File: src/rtl/fuzzy_wavelet_if.sv
// Sample/select/result bundle between the pin-level wrapper and the wavelet core.
interface fuzzy_wavelet_if;
  logic       i_data_clk;
  logic [7:0] i_value;
  logic [7:0] i_select;
  logic [7:0] fw_out;
  logic       o_active;

  modport master (
    output i_data_clk, i_value, i_select,
    input  fw_out, o_active
  );

  modport slave (
    input  i_data_clk, i_value, i_select,
    output fw_out, o_active
  );
endinterface

File: src/rtl/fuzzy_wavelet.sv
// Streaming 8-tap integer wavelet filter: strobe-synchronised sample buffer,
// sequential MAC over a selectable kernel, scaled saturated magnitude + threshold flag.
module fuzzy_wavelet_core #(
  parameter int NTAPS = 8,
  parameter int ACC_W = 16
) (
  input  logic            clk,
  input  logic            rst_n,
  fuzzy_wavelet_if.slave  bus
);
  localparam int TAP_W = $clog2(NTAPS);

  typedef enum logic [1:0] {ST_IDLE, ST_RUN, ST_DONE} state_t;

  state_t                    r_state;
  logic [2:0]                r_sync;
  logic [1:0]                r_warm;
  logic                      r_armed;
  logic signed [7:0]         r_samp [NTAPS];
  logic [7:0]                r_sel;
  logic [TAP_W-1:0]          r_tap;
  logic signed [ACC_W-1:0]   r_acc;
  logic [7:0]                r_fw;
  logic                      r_act;

  logic                      w_shift;
  logic [31:0]               w_tbl;
  logic [3:0]                w_coef;
  logic [7:0]                w_samp;
  logic [11:0]               w_prod;
  logic signed [ACC_W-1:0]   w_acc_next;
  logic [ACC_W-1:0]          w_abs;
  logic [ACC_W-1:0]          w_mag;
  logic [7:0]                w_sat;
  logic                      w_act;

  // A strobe already high when reset releases must not count as an edge:
  // shifting is only enabled once the settled chain has seen the strobe low.
  assign w_shift = r_sync[1] & ~r_sync[2] & r_armed;

  // Kernels packed one 4-bit signed coefficient per nibble, nibble k = tap k.
  always_comb begin
    w_tbl = '0;
    unique case (r_sel[1:0])
      2'd0: w_tbl = 32'hFFFF_1111;
      2'd1: w_tbl = 32'hFD13_31DF;
      2'd2: w_tbl = 32'h0000_00F1;
      2'd3: w_tbl = 32'hD030_D030;
      default: w_tbl = '0;
    endcase
  end

  assign w_coef = w_tbl[{r_tap, 2'b00} +: 4];
  assign w_samp = r_samp[r_tap];
  // Low 12 bits of a two's-complement product do not depend on operand signedness.
  assign w_prod = {{8{w_coef[3]}}, w_coef} * {{4{w_samp[7]}}, w_samp};
  assign w_acc_next = r_acc + {{(ACC_W-12){w_prod[11]}}, w_prod};

  assign w_abs = r_acc[ACC_W-1] ? ACC_W'(-r_acc) : ACC_W'(r_acc);
  assign w_mag = w_abs >> r_sel[4:2];
  assign w_sat = (|w_mag[ACC_W-1:8]) ? 8'hFF : w_mag[7:0];
  assign w_act = w_sat > {r_sel[7:5], 5'b0_0000};

  always_ff @(posedge clk or negedge rst_n) begin
    if (!rst_n) begin
      r_state <= ST_IDLE;
      r_sync  <= '0;
      r_warm  <= '0;
      r_armed <= 1'b0;
      for (int unsigned k = 0; k < NTAPS; k++) r_samp[k] <= '0;
      r_sel   <= '0;
      r_tap   <= '0;
      r_acc   <= '0;
      r_fw    <= '0;
      r_act   <= 1'b0;
    end else begin
      r_sync <= {r_sync[1:0], bus.i_data_clk};
      if (r_warm != 2'd3) r_warm <= r_warm + 2'd1;
      else if (!r_sync[1]) r_armed <= 1'b1;

      if (r_state == ST_DONE) begin
        r_fw  <= w_sat;
        r_act <= w_act;
      end

      // A new sample always wins: any MAC in flight is discarded unreported.
      if (w_shift) begin
        for (int unsigned k = NTAPS - 1; k > 0; k--) r_samp[k] <= r_samp[k-1];
        r_samp[0] <= bus.i_value;
        r_sel     <= bus.i_select;
        r_acc     <= '0;
        r_tap     <= '0;
        r_state   <= ST_RUN;
      end else begin
        unique case (r_state)
          ST_RUN: begin
            r_acc <= w_acc_next;
            r_tap <= r_tap + TAP_W'(1);
            if (r_tap == TAP_W'(NTAPS - 1)) r_state <= ST_DONE;
          end
          ST_DONE: r_state <= ST_IDLE;
          default: r_state <= ST_IDLE;
        endcase
      end
    end
  end

  assign bus.fw_out   = r_fw;
  assign bus.o_active = r_act;
endmodule

module fuzzy_wavelet #(
  parameter int NTAPS = 8,
  parameter int ACC_W = 16
) (
  input  logic [18:0] io_in,
  output logic [8:0]  io_out
);
  fuzzy_wavelet_if u_bus ();

  assign u_bus.i_data_clk = io_in[2];
  assign u_bus.i_value    = io_in[10:3];
  assign u_bus.i_select   = io_in[18:11];
  assign io_out           = {u_bus.o_active, u_bus.fw_out};

  fuzzy_wavelet_core #(
    .NTAPS(NTAPS),
    .ACC_W(ACC_W)
  ) u_core (
    .clk   (io_in[0]),
    .rst_n (io_in[1]),
    .bus   (u_bus.slave)
  );
endmodule

File: config.mk
export PLATFORM = sky130hd
export DESIGN_NAME = fuzzy_wavelet
export DESIGN_NICKNAME = d
export VERILOG_FILES = /design/src/rtl/fuzzy_wavelet_if.sv /design/src/rtl/fuzzy_wavelet.sv
export SDC_FILE = /design/constraint.sdc
export NUM_CORES = 1
export LEC_CHECK = 0
export CORE_MARGIN = 4
export CORE_UTILIZATION = 35
export CTS_BUF_LIST = sky130_fd_sc_hd__clkbuf_4 sky130_fd_sc_hd__clkbuf_8
export CTS_CLUSTER_SIZE = 12
export DETAILED_ROUTE_END_ITERATION = 10
export HOLD_SLACK_MARGIN = 0.15
export PLACE_DENSITY = 0.55
export SLEW_MARGIN = 20
export SYNTH_ARGS = -nofsm -noshare
export SYNTH_HDL_FRONTEND = slang
export SYNTH_SLANG_ARGS = --single-unit
File: constraint.sdc
create_clock -name io_in -period 9.3 [get_ports io_in]
set_clock_uncertainty 0.1 [all_clocks]
set_input_delay 1.86 -clock io_in [delete_from_list [all_inputs] [get_ports io_in]]
set_output_delay 1.86 -clock io_in [all_outputs]
set_load 0.01 [all_outputs]
==> impl_metrics.ini, run 1 <==
[status]
run_status = finished with violations
failed_checks = negative hold slack

[synth]
netlist_instances = 872
post_synthesis_instance_area_sq_mm = 0.00764
synth.ff_latch_count = 108
synth_warnings = 0
syn_nets = 955
synth_edf_count = 0
synth.yosys.seq_area_share_pct = 35.4
synthFlopType = dfrtp_1
synth_area_per_cell_sq_um = 8.76
synth_async_sr_flop_share_pct = 100
yosys.cell_types.count = 66

[cells_and_area]
fill_cells = 2126
antenna-diode-count = 0
layout.cells.non_filler = 1139
multiInputGateArea_sq_mm = 0.00462
nNetsFinal = 937
area.growth.synth_to_final_pct = 9.50
drive_above_1_share_pct = 9.72
seqCellArea_sq_mm = 0.00270

[critical_path]
crit_path_frequent_cell = fa_1
worst_setup_path_start_kind = register
r2r_setup_slack_ps = 1820
critical_path_rt_ps = 9510
worst-setup-path-type = register to register
timing.critical_path.arrival_ps = 7690
cp_delay_by_family_top = adder cells
cp_num_buf_inv = 4
capturing_element_type_of_the_critical_path = register
cp_slowest_stage_delay_ps = 910
worstPathMaxFanout = 14
worst_path_max_delay_cell = dfrtp_1

[placed_design]
dpl.hpwl_mm = 11.2
portBuffers = 9
globalplace.congestion = 0.792
place_inst = 1109

[pwr]
power.leakage_nw = 3.34
peak_supply_drop_mv = 0.108
power.total_mw = 1.19
power.density_cell_area_mw_per_mm2 = 142

[cts]
tritoncts_clock_tree = yes
clk_pin_slew_worst_paths_ps = 110
postCtsSetupRepairBufs = 0
clk_latency_ps = 390
cts_resized = 0
post_cts_hold_buffer_count = 0

[route]
routed_wire_length_per_instance_um = 14.4
drt_pre_antenna_iters = 6
drt_drc_violations_left = 0
drt-initial-drc-count = 375
post_route_ant_nets = 0
total_wire_length_after_detailed_routing_mm = 16.4
vias_per_cell = 5.08
route.vias.total = 5787

[sta]
clock.fmax_ghz = 0.134
setup_violations = 0
timing.setup.tns_ps = 0
layout_worst_path_cycle_share_pct = 80.4
tightest_slew_ps = 999
rsz0062_at_grt = false
final.hold.worst_slack_ps = -472
finalHoldViolations = 125
slew_headroom_pct = 33.4
drv_slew = 0
fin_crit_ps = 7480

[global_route]
grt_pass1_wl_mm = 28.2
grt_max_degree = 72
global_route.overflow_total = 0
first_global_vias = 6003
antenna_violations_before_repair = 0
grt_total_usage_pct = 14.7

[die]
placementRows = 53
fp.coreArea_sq_mm = 0.0212
initial_core_util_pct = 36.0
die-height_um = 156
design.portCount = 28
die_w_um = 156
die-area_sq_mm = 0.0243

[worst_hold_path]
worst_hold_path_type = clock port to register

[job]
cap_violations = 0
worst reg2reg max path, stage by stage (launching register included):
cell and delay [ps]:
dfrtp_1 910, buf_4 340, mux2i_1 200, o21ai_0 90, o21ai_1 440, inv_1 300
nand2b_1 170, fa_1 460, fa_1 550, inv_1 50, fa_1 450, ha_1 220
inv_1 70, fa_1 200, nor2b_1 70, o31a_1 260, or4_1 400, a31oi_1 210
xnor2_1 280, ha_1 370, and2_1 210, nand3_1 80, o21ai_0 100, o31a_1 260
or4_1 470, a21oi_1 140
final cells by class:
| cell class | instances | share of cell area (%) |
|---|---|---|
| inverter | 32 | 1.44 |
| clock buffer | 18 | 2.96 |
| multi-input combinational | 678 | 55.2 |
| clock inverter | 12 | 2.32 |
| sequential | 108 | 32.3 |
| tap | 275 | 4.11 |
| timing repair buffer | 16 | 1.70 |
registers in the layout (all words and copies together), names as in the netlist:
| signal | count |
|---|---|
| u_core.r_state | 2 |
| u_core.r_samp | 64 |
| u_core.r_warm | 2 |
| u_core.bus.fw_out | 8 |
| u_core.r_sync | 3 |
| u_core.bus.o_active | 1 |
| u_core.r_armed | 1 |
| u_core.r_sel | 8 |
| u_core.r_tap | 3 |
| u_core.r_acc | 16 |
where the power goes:
| part | switching [mW] | internal (mW) |
|---|---|---|
| Sequential | 0 | 0.469 |
| Clock | 0.466 | 0.250 |
| Combinational | 0 | 0 |
per-layer routing:
| layer | vias up | GRT usage (%) | share of wire (%) |
|---|---|---|---|
| li1 | 2953 | - | - |
| met1 | 2715 | 18.9 | 50 |
| met2 | 85 | 18.8 | 43 |
| met3 | 34 | 7.60 | 4.2 |
| met4 | 0 | 9.88 | 2.3 |
| met5 | - | 0 | 0 |
metrics by stage:
step                utilization, %  setup WS (ps)  instance area (sq um)
floorplan                        -           2300                   7640
global placement              37.3           1970                   7920
detailed placement            37.3           1770                   7930
CTS                           39.4           1730                   8370
global route                  39.4           1220                   8370
finish                        39.4           1820                   8370
path summary, 6_finish.rpt:
check | from | endpoint | cells past startpoint
worst max-delay path | u_core.r_tap[0]$_DFFE_PN0P_ | u_core.r_acc[15]$_DFFE_PN0P_ | 25
worst min-delay path | io_in[2] | u_core.r_sync[0]$_DFF_PN0_ | 0
worst max register to register | u_core.r_tap[0]$_DFFE_PN0P_ | u_core.r_acc[15]$_DFFE_PN0P_ | 25
worst min register to register | u_core.r_sync[0]$_DFF_PN0_ | u_core.r_sync[1]$_DFF_PN0_ | 0
max in group asynchronous | io_in[1] | u_core.r_samp[58]$_DFFE_PN0P_ | 2
min in group asynchronous | io_in[1] | u_core.r_samp[26]$_DFFE_PN0P_ | 2
cells in the mapped netlist, types with 3 or more instances:
cell / instances / area [sq um]
mux2i_1: 21 / 210
xor2_1: 7 / 61.3
or4_1: 4 / 30.0
a211oi_1: 6 / 45.0
o21ai_0: 29 / 145
nor3_1: 15 / 75.1
ha_1: 45 / 563
or3_1: 7 / 43.8
o211ai_1: 5 / 37.5
and3_1: 4 / 25.0
inv_1: 32 / 120
nand2_1: 247 / 927
or2_2: 6 / 37.5
fa_1: 19 / 380
nor4_1: 6 / 37.5
dfrtp_1: 108 / 2700
a31oi_1: 11 / 68.8
nor2_1: 62 / 233
o22ai_1: 4 / 25.0
buf_2: 5 / 25.0
nand3_1: 14 / 70.1
o31ai_1: 12 / 90.1
o21bai_1: 3 / 22.5
xnor2_1: 21 / 184
o41ai_2: 3 / 48.8
a21o_1: 5 / 37.5
mux4_2: 19 / 428
clkbuf_1: 40 / 150
mux2_2: 4 / 45.0
nand2b_1: 6 / 37.5
and2_1: 7 / 43.8
nor2b_1: 13 / 81.3
a21oi_1: 35 / 175
buf_1: 8 / 30.0
logic make-up (layout without fill, tap and decap cells):
family	after synthesis	in the layout	share of synthesized area, %
buf+inv	86	78	4.36
fa+ha+maj	64	64	12.3
mux	45	45	9.24
flops	108	108	35.4
compound gates	134	134	12.0
simple gates	407	407	23.5
xor+xnor	28	28	3.21
cells in the final DEF, fill, tap and decap left out, types with 9 or more instances in the layout:
cell               n
a31oi_1           11
nand2_1          247
a21oi_1           35
xnor2_1           21
nor2_1            61
mux2i_1           21
fa_1              19
nor3_1            15
nand3_1           14
mux4_2            19
ha_1              45
o21ai_0           29
clkbuf_8          18
o31ai_1           12
dfrtp_1          108
clkdlybuf4s50_1    9
nor2b_1           12
inv_1             32
Power figures use the tool's default switching activity.
==> run 2, diff against run 1 <==
==> constraint.sdc (replaced) <==
create_clock -name io_in -period 7.4 [get_ports io_in]
set_clock_uncertainty 0.1 [all_clocks]
set_input_delay 1.48 -clock io_in [delete_from_list [all_inputs] [get_ports io_in]]
set_output_delay 1.48 -clock io_in [all_outputs]
set_load 0.01 [all_outputs]
==> impl_metrics.ini, run 2 (synthesis gave the netlist of run 1 again) <==
[status]
run_status = finished with violations
failed_checks = negative hold slack

[cts]
clk_latency_ps = 390
post_cts_hold_buffer_count = 0
cts_resized = 0
tritoncts_clock_tree = yes
clk_pin_slew_worst_paths_ps = 100
postCtsSetupRepairBufs = 0

[sta]
drv_slew = 0
final.hold.worst_slack_ps = -465
layout_worst_path_cycle_share_pct = 93.9
clock.fmax_ghz = 0.144
fin_crit_ps = 6950
timing.setup.tns_ps = 0
setup_violations = 0
finalHoldViolations = 125
rsz0062_at_grt = false
tightest_slew_ps = 1040
slew_headroom_pct = 30.7

[worst_hold_path]
hold_depth = 0
timing.hold.worst_endpoint = u_core.r_sync[0]$_DFF_PN0_
hold_path_startpoint = io_in[2]
worst_hold_path_type = clock port to register

[global_route]
grt.met3_usage_pct = 7.46
grt_max_degree = 97
global_route.overflow_total = 0
grt_total_usage_pct = 15.3
grtUsageMet2_pct = 20.2
globalRouteMet1Util_pct = 19.6
first_global_vias = 6139
grt_pass1_wl_mm = 29.4
busiest_layer = met2
antenna_violations_before_repair = 0

[pwr]
power.leakage_nw = 3.35
power.density_cell_area_mw_per_mm2 = 175
peak_supply_drop_mv = 0.169

[critical_path]
worst-setup-path-type = register to register
worstReg2RegEnd = u_core.r_acc[15]$_DFFE_PN0P_
r2r.worst_path.cells = 24
capturing_element_type_of_the_critical_path = register
worst_r2r_src = u_core.r_sel[1]$_DFFE_PN0P_
timing.critical_path.arrival_ps = 7160
worstPathMaxFanout = 8
worst_setup_path_start_kind = register
r2r_setup_slack_ps = 450
crit_path_start = u_core.r_sel[1]$_DFFE_PN0P_
critical_path_rt_ps = 7610

[die]
die_w_um = 156
design.portCount = 28
die-height_um = 156
placementRows = 53
die-area_sq_mm = 0.0243
fp.coreArea_sq_mm = 0.0212
initial_core_util_pct = 36.0

[cells_and_area]
final_common_cell = nand2_1
drive_above_1_share_pct = 10.1
largest_register_ff_count = 64
area.growth.synth_to_final_pct = 9.48
reg_top3 = u_core.r_samp (64), u_core.r_acc (16)
layout_common_cells = 247 x nand2_1, 108 x dfrtp_1, 61 x nor2_1
antenna-diode-count = 0
nNetsFinal = 940
fill_cells = 2126
regMostFlops = u_core.r_samp
layout.cells.non_filler = 1143

[route]
drt_pre_antenna_iters = 7
vias_per_cell = 5.12
routed_wire_length_per_instance_um = 14.8
total_wire_length_after_detailed_routing_mm = 16.9
route.vias.total = 5853
post_route_ant_nets = 0
drt_drc_violations_left = 0
drt-initial-drc-count = 430

[placed_design]
portBuffers = 9
globalplace.congestion = 0.803
dpl.hpwl_mm = 11.6
place_inst = 1112

[job]
cap_violations = 0
run 2: changes by cell type in the layout (fill, tap and decap cells not counted), moves of 2 or more:
| cell | delta |
|---|---|
| clkinv_2 | +2 |
| clkinv_8 | -3 |
| buf_4 | +3 |
| clkinv_4 | -2 |
run 2: area by class of cell:
cell class | instances | area (sq um) | share of cell area, %
well taps | 275 | 344 | 4.11
inverters | 32 | 120 | 1.44
clock inverters | 13 | 164 | 1.96
multi-input cells | 678 | 4620 | 55.2
flip-flops and latches | 108 | 2700 | 32.3
repair buffers | 19 | 165 | 1.97
clock buffers | 18 | 248 | 2.96
run 2: per-layer routing:
metal  wire [um]  up-vias
met5           0        -
met4         363        0
met3         869       25
met2        7570      118
met1        8130     2761
li1            -     2949
run 2: power by group:
group	switching [mW]	internal, mW	total, mW	leakage [nW]
Sequential	0	0.589	0.589	1.52
Combinational	0	0	0.00000162	1.62
Clock	0.595	0.282	0.877	0.211
run 2: through the flow:
stage / power, mW / hold slack, ps / cell area (sq um) / utilization, % / setup slack [ps]
2_1_floorplan: 0.639 / -396 / 7640 / - / 401
3_3_place_gp: 0.639 / -396 / 7950 / 37.4 / 607
3_5_place_dp: 0.639 / -396 / 7950 / 37.4 / 411
4_1_cts: 1.54 / -502 / 8360 / 39.4 / 393
5_1_grt: 1.61 / -513 / 8370 / 39.4 / 51.3
6_report: 1.47 / -465 / 8370 / 39.4 / 451
run 2: worst max-delay path by stage:
stage,end,slack [ps],cells after the start
2_1_floorplan,u_core.r_acc[15]$_DFFE_PN0P_,400,24
3_3_place_gp,u_core.r_acc[15]$_DFFE_PN0P_,610,23
3_5_place_dp,u_core.r_acc[15]$_DFFE_PN0P_,410,25
4_1_cts,u_core.r_acc[15]$_DFFE_PN0P_,390,25
5_1_grt,u_core.r_acc[15]$_DFFE_PN0P_,50,24
6_report,u_core.r_acc[15]$_DFFE_PN0P_,450,24
run 2: critical path, stage by stage, from the launching register on:
cell,delay (ps)
dfrtp_1,400
inv_1,90
ha_1,300
a21oi_1,70
o31ai_1,750
or2_2,250
fa_1,450
fa_1,550
inv_1,60
fa_1,460
ha_1,230
inv_1,70
fa_1,200
nor2b_1,60
o31a_1,270
or4_1,410
a31oi_1,220
xnor2_1,280
ha_1,370
and2_1,210
nand3_1,80
o21ai_0,110
o31a_1,260
or4_1,460
a21oi_1,150
==> run 3, diff against run 2 <==
--- a/config.mk
+++ b/config.mk
@@ -5,9 +5,11 @@
 export SDC_FILE = /design/constraint.sdc
 export NUM_CORES = 1
 export LEC_CHECK = 0
+export ABC_AREA = 1
 export CORE_MARGIN = 4
 export CORE_UTILIZATION = 35
 export CTS_BUF_LIST = sky130_fd_sc_hd__clkbuf_4 sky130_fd_sc_hd__clkbuf_8
+export CTS_CLUSTER_DIAMETER = 40
 export CTS_CLUSTER_SIZE = 12
 export DETAILED_ROUTE_END_ITERATION = 10
 export HOLD_SLACK_MARGIN = 0.15
==> constraint.sdc (replaced) <==
create_clock -name io_in -period 7.1 [get_ports io_in]
set_clock_uncertainty 0.1 [all_clocks]
set_input_delay 1.42 -clock io_in [delete_from_list [all_inputs] [get_ports io_in]]
set_output_delay 1.42 -clock io_in [all_outputs]
set_load 0.01 [all_outputs]
==> impl_metrics.ini, run 3 <==
[status]
run_status = finished with violations
failed_checks = negative hold slack

[placed_design]
place_inst = 1200
detailedPlace.worstSlack_ps = 619
globalplace.congestion = 0.830
portBuffers = 9
dpl.hpwl_mm = 12.1

[sta]
fin_crit_ps = 6470
drv_slew = 0
layout_worst_path_cycle_share_pct = 91.1
timing.setup.tns_ps = 0
finalHoldViolations = 125
tightest_slew_ps = 724
final.hold.worst_slack_ps = -449
rsz0062_at_grt = false
clock.fmax_ghz = 0.155
slew_headroom_pct = 51.7
post-route-worst-setup-slack_ps = 632
setup_violations = 0

[synth]
synth_warnings = 0
syn_nets = 1037
synth_area_per_cell_sq_um = 7.67
synth.yosys.seq_area_share_pct = 36.9
synth.most_common_cell = nand2_1
netlist.top_cell.by_area = dfrtp_1
synth_top_cells_by_count = 239 x nand2_1, 110 x o21ai_0, 108 x dfrtp_1
synthFlopType = dfrtp_1
synth.ff_latch_count = 108
netlist_top_cells_area = dfrtp_1 37%, nand2_1 12%, ha_1 7.7%, o21ai_0 7.5%, fa_1 5.2%
yosys.cell_types.count = 43
synth_async_sr_flop_share_pct = 100
post_synthesis_instance_area_sq_mm = 0.00732
synth_edf_count = 0
synthDominantCellAreaShare_pct = 36.9
netlist_instances = 954

[worst_hold_path]
worst_hold_path_type = clock port to register

[cells_and_area]
largest_register_ff_count = 64
area.growth.synth_to_final_pct = 10.2
reg_top3 = u_core.r_samp (64), u_core.r_acc (16)
nNetsFinal = 1033
regMostFlops = u_core.r_samp
final_core_util_pct = 39.5
fill_cells = 2124
final_common_cell = nand2_1
drive_above_1_share_pct = 7.80
multiInputGateArea_sq_mm = 0.00405
layout_common_cells = 239 x nand2_1, 110 x o21ai_0, 108 x dfrtp_1
layout.cells.non_filler = 1232
seqCellArea_sq_mm = 0.00270
antenna-diode-count = 0

[critical_path]
worst_setup_path_start_kind = register
worst_path_max_delay_cell = fa_1
critical_path_rt_ps = 7250
worst-setup-path-type = register to register
crit_path_frequent_cell = nand2_1
cp_slowest_stage_delay_ps = 560
capturing_element_type_of_the_critical_path = register
timing.critical_path.arrival_ps = 6620
worstPathMaxFanout = 19

[route]
drt_drc_violations_left = 0
vias_per_cell = 4.93
post_route_ant_nets = 0
route.vias.total = 6078
drt_pre_antenna_iters = 5
routed_wire_length_per_instance_um = 13.6
total_wire_length_after_detailed_routing_mm = 16.8
drt-initial-drc-count = 376

[job]
cap_violations = 0

[cts]
clk_pin_slew_worst_paths_ps = 110
postCtsSetupRepairBufs = 0
tritoncts_clock_tree = yes
clk_latency_ps = 370
cts_resized = 0
post_cts_hold_buffer_count = 0

[pwr]
peak_supply_drop_mv = 0.152
power.leakage_nw = 2.85
power.density_cell_area_mw_per_mm2 = 193

[global_route]
grt_max_degree = 78
grt_total_usage_pct = 15.1
grt_pass1_wl_mm = 28.6
first_global_vias = 6238
global_route.overflow_total = 0
antenna_violations_before_repair = 0

[die]
die-area_sq_mm = 0.0233
initial_core_util_pct = 35.8
placementRows = 52
design.portCount = 28
die-height_um = 153
die_w_um = 153
fp.coreArea_sq_mm = 0.0204
[run 3: final timing paths]
kind | startpoint | to | slack (ps) | cells after the start
worst max-delay path | u_core.r_tap[0]$_DFFE_PN0P_ | u_core.r_acc[14]$_DFFE_PN0P_ | 630 | 27
worst min-delay path | io_in[2] | u_core.r_sync[0]$_DFF_PN0_ | -450 | 0
worst max register to register | u_core.r_tap[0]$_DFFE_PN0P_ | u_core.r_acc[14]$_DFFE_PN0P_ | 630 | 27
worst min register to register | u_core.r_sync[0]$_DFF_PN0_ | u_core.r_sync[1]$_DFF_PN0_ | 260 | 0
max in group asynchronous | io_in[1] | u_core.r_samp[21]$_DFFE_PN0P_ | 7160 | 2
min in group asynchronous | io_in[1] | u_core.r_samp[39]$_DFFE_PN0P_ | -430 | 2
[run 3: logic make-up after synthesis]
kind of cell | synth area share (%)
adder cells (fa/ha/maj) | 12.9
AND/OR/NAND/NOR | 22.6
XOR/XNOR | 3.32
multiplexers | 0.154
flip-flops | 36.9
AO/OA/AOI/OAI | 16.3
buffers and inverters | 7.85
[run 3: per-layer routing]
metal / wire, um / track usage [%] / vias up
met5: 0 / 0 / -
met4: 314 / 7.93 / 0
met3: 937 / 7.58 / 26
met2: 7540 / 21.8 / 133
met1: 7970 / 18.5 / 2797
li1: - / - / 3122
[run 3: layout make-up]
cell class                 count  share of cell area (%)
timing repair buffer          16                    1.77
tap                          270                    4.19
sequential                   108                    33.5
clock buffer                  19                    3.24
multi-input combinational    700                    50.2
clock inverter                13                    2.22
inverter                     106                    4.93
[run 3: report_power, final]
part           internal, mW   total, mW  switching [mW]  leakage, nW
Combinational             0  0.00000111               0         1.11
Clock                 0.360       0.944           0.585        0.223
Sequential            0.614       0.614               0         1.52
[run 3: critical path, delay by kind of cell, from the launching register on]
kind,cells,cell delay [ps]
xor+xnor,1,340
fa+ha+maj,6,2490
simple gates,9,1040
compound gates,7,1230
flops,1,550
buf+inv,4,580
[run 3: through the flow]
stage	hold WS, ps	cell area, sq um	power, mW
floorplan	-396	7320	0.662
global placement	-396	7630	0.662
detailed placement	-396	7630	0.662
CTS	-473	8070	1.63
global route	-483	8070	1.70
finish	-449	8070	1.56
==> RTL edit: new RTL, config.mk and constraints of run 1 <==
`NTAPS` is set to 8 in 2 places; all go to 32.
--- a/src/rtl/fuzzy_wavelet.sv
+++ b/src/rtl/fuzzy_wavelet.sv
@@ -2,5 +2,5 @@
 // sequential MAC over a selectable kernel, scaled saturated magnitude + threshold flag.
 module fuzzy_wavelet_core #(
-  parameter int NTAPS = 8,
+  parameter int NTAPS = 32,
   parameter int ACC_W = 16
 ) (
@@ -111,5 +111,5 @@
 
 module fuzzy_wavelet #(
-  parameter int NTAPS = 8,
+  parameter int NTAPS = 32,
   parameter int ACC_W = 16
 ) (
Function: no difference found for any inputs over 10 cycles, from zero or initial values; that may be too few to reach the edited logic, so the function may still have changed.
==> RTL edit against run 1 <==
- the flow still finishes with violations (negative hold slack)
- cell count grew 120%
- largest power group unchanged
- wire length grew 140%
- synthesized area grew 110%
- hold slack lost 210 ps
- sequential share of layout area grew 7.1 points
- die area grew 110%
- fmax shrank 0.85%
- cell area grew 130%
- core utilization grew 2.5 points
- sequential cell count grew 194
- setup slack lost 64 ps
- largest cell class unchanged
- total power grew to 3.5 times the old value
==> RTL edit: results (changes against run 1) <==
peak supply drop 0.0001484 V (was 0.0001082 V); final hold violation count 319 (was 125); met3 wire len 2.317 mm (was 693 µm); number of non-clock inverters in the layout 34 (was 32); Metal-1 WL 17.42 mm (was 8.213 mm); Antenna diodes 1 (was 0); hpwl dp 22.38 mm (was 11.21 mm); die area 0.05012 mm² (was 0.02426 mm²); Compound-Gate Fraction of Synth Area 6.259% (was 11.97%); sequential cell area share 39.43% (was 32.30%); Power Total 4.200 mW (was 1.186 mW); Seq/Total Area, Yosys 46.33% (was 35.37%); post-synthesis mux area share 12.30% (was 9.235%); Mapped Nets 1877 (was 955); area post-placement 0.01683 mm² (was 0.007925 mm²); clock network area share 12.22% (was 5.279%); Synth Area in Adders 5.860% (was 12.35%); gr usage total 16.00% (was 14.66%); met1 Use GR 18.91% (was 18.94%); worst hold slack -676.9 ps (was -471.6 ps); CTS clk-pin slew, worst paths 70 ps (was 110 ps); status finished, violations left (unchanged); xor/xnor share of the synthesized area 1.749% (was 3.209%); initial detailed-routing violation count 932 (was 375); vias in the first global route 13960 (was 6003); NonClk Buf Share 1.083% (was 1.705%); via count 12550 (was 5787); top cells by count, synth 840 x nand2_1, 302 x dfrtp_1, 91 x clkbuf_1 (was 247 x nand2_1, 108 x dfrtp_1, 62 x nor2_1); pin count of the biggest net entering global routing 231 (was 72); Routability Congestion 0.7969 (was 0.7917); Non-Filler Instances 2502 (was 1139); share of layout cells above drive strength 1 14.52% (was 9.722%); pre-CTS setup slack 1750 ps (was 1768 ps); failing checks negative hold slack (unchanged); Crit Path Max Fanout 31 (was 14); routed wl met2 17.52 mm (was 7.143 mm); fmax 0.1326 GHz (was 0.1338 GHz); bufs w/o clock 23 (was 16); Seq. cell area 0.007562 mm² (was 0.002703 mm²); footprint of the multi-input gates 0.008185 mm² (was 0.004616 mm²); met3 Use GR 8.439% (was 7.601%)
-- RTL edit: cell count changes in the layout (fill, tap and decap cells not counted), sizes merged, moves of 6 or more --
| cell | delta |
|---|---|
| clkinv | +28 |
| o221ai | +8 |
| a21oi | +14 |
| clkbuf | +131 |
| mux2i | +15 |
| dfrtp | +194 |
| nand2b | +8 |
| nand2 | +593 |
| bufinv | +6 |
| o31ai | -7 |
| mux4 | +50 |
| buf | +7 |
| nor2 | -17 |
-- RTL edit: critical path: stages, from the launching register on --
cell	delay, ps
dfrtp_4	850
buf_4	420
mux4_2	540
a21oi_1	160
a31oi_1	60
mux2i_1	400
nand2b_1	190
fa_1	450
fa_1	540
inv_1	50
fa_1	480
ha_1	230
inv_1	70
fa_1	200
nor2b_1	50
o21ai_0	180
a21oi_1	110
o41ai_1	380
xnor3_1	510
ha_1	250
nor3_1	230
a21oi_1	130
a211oi_1	260
xor2_1	120
or3_1	310
a21oi_1	140
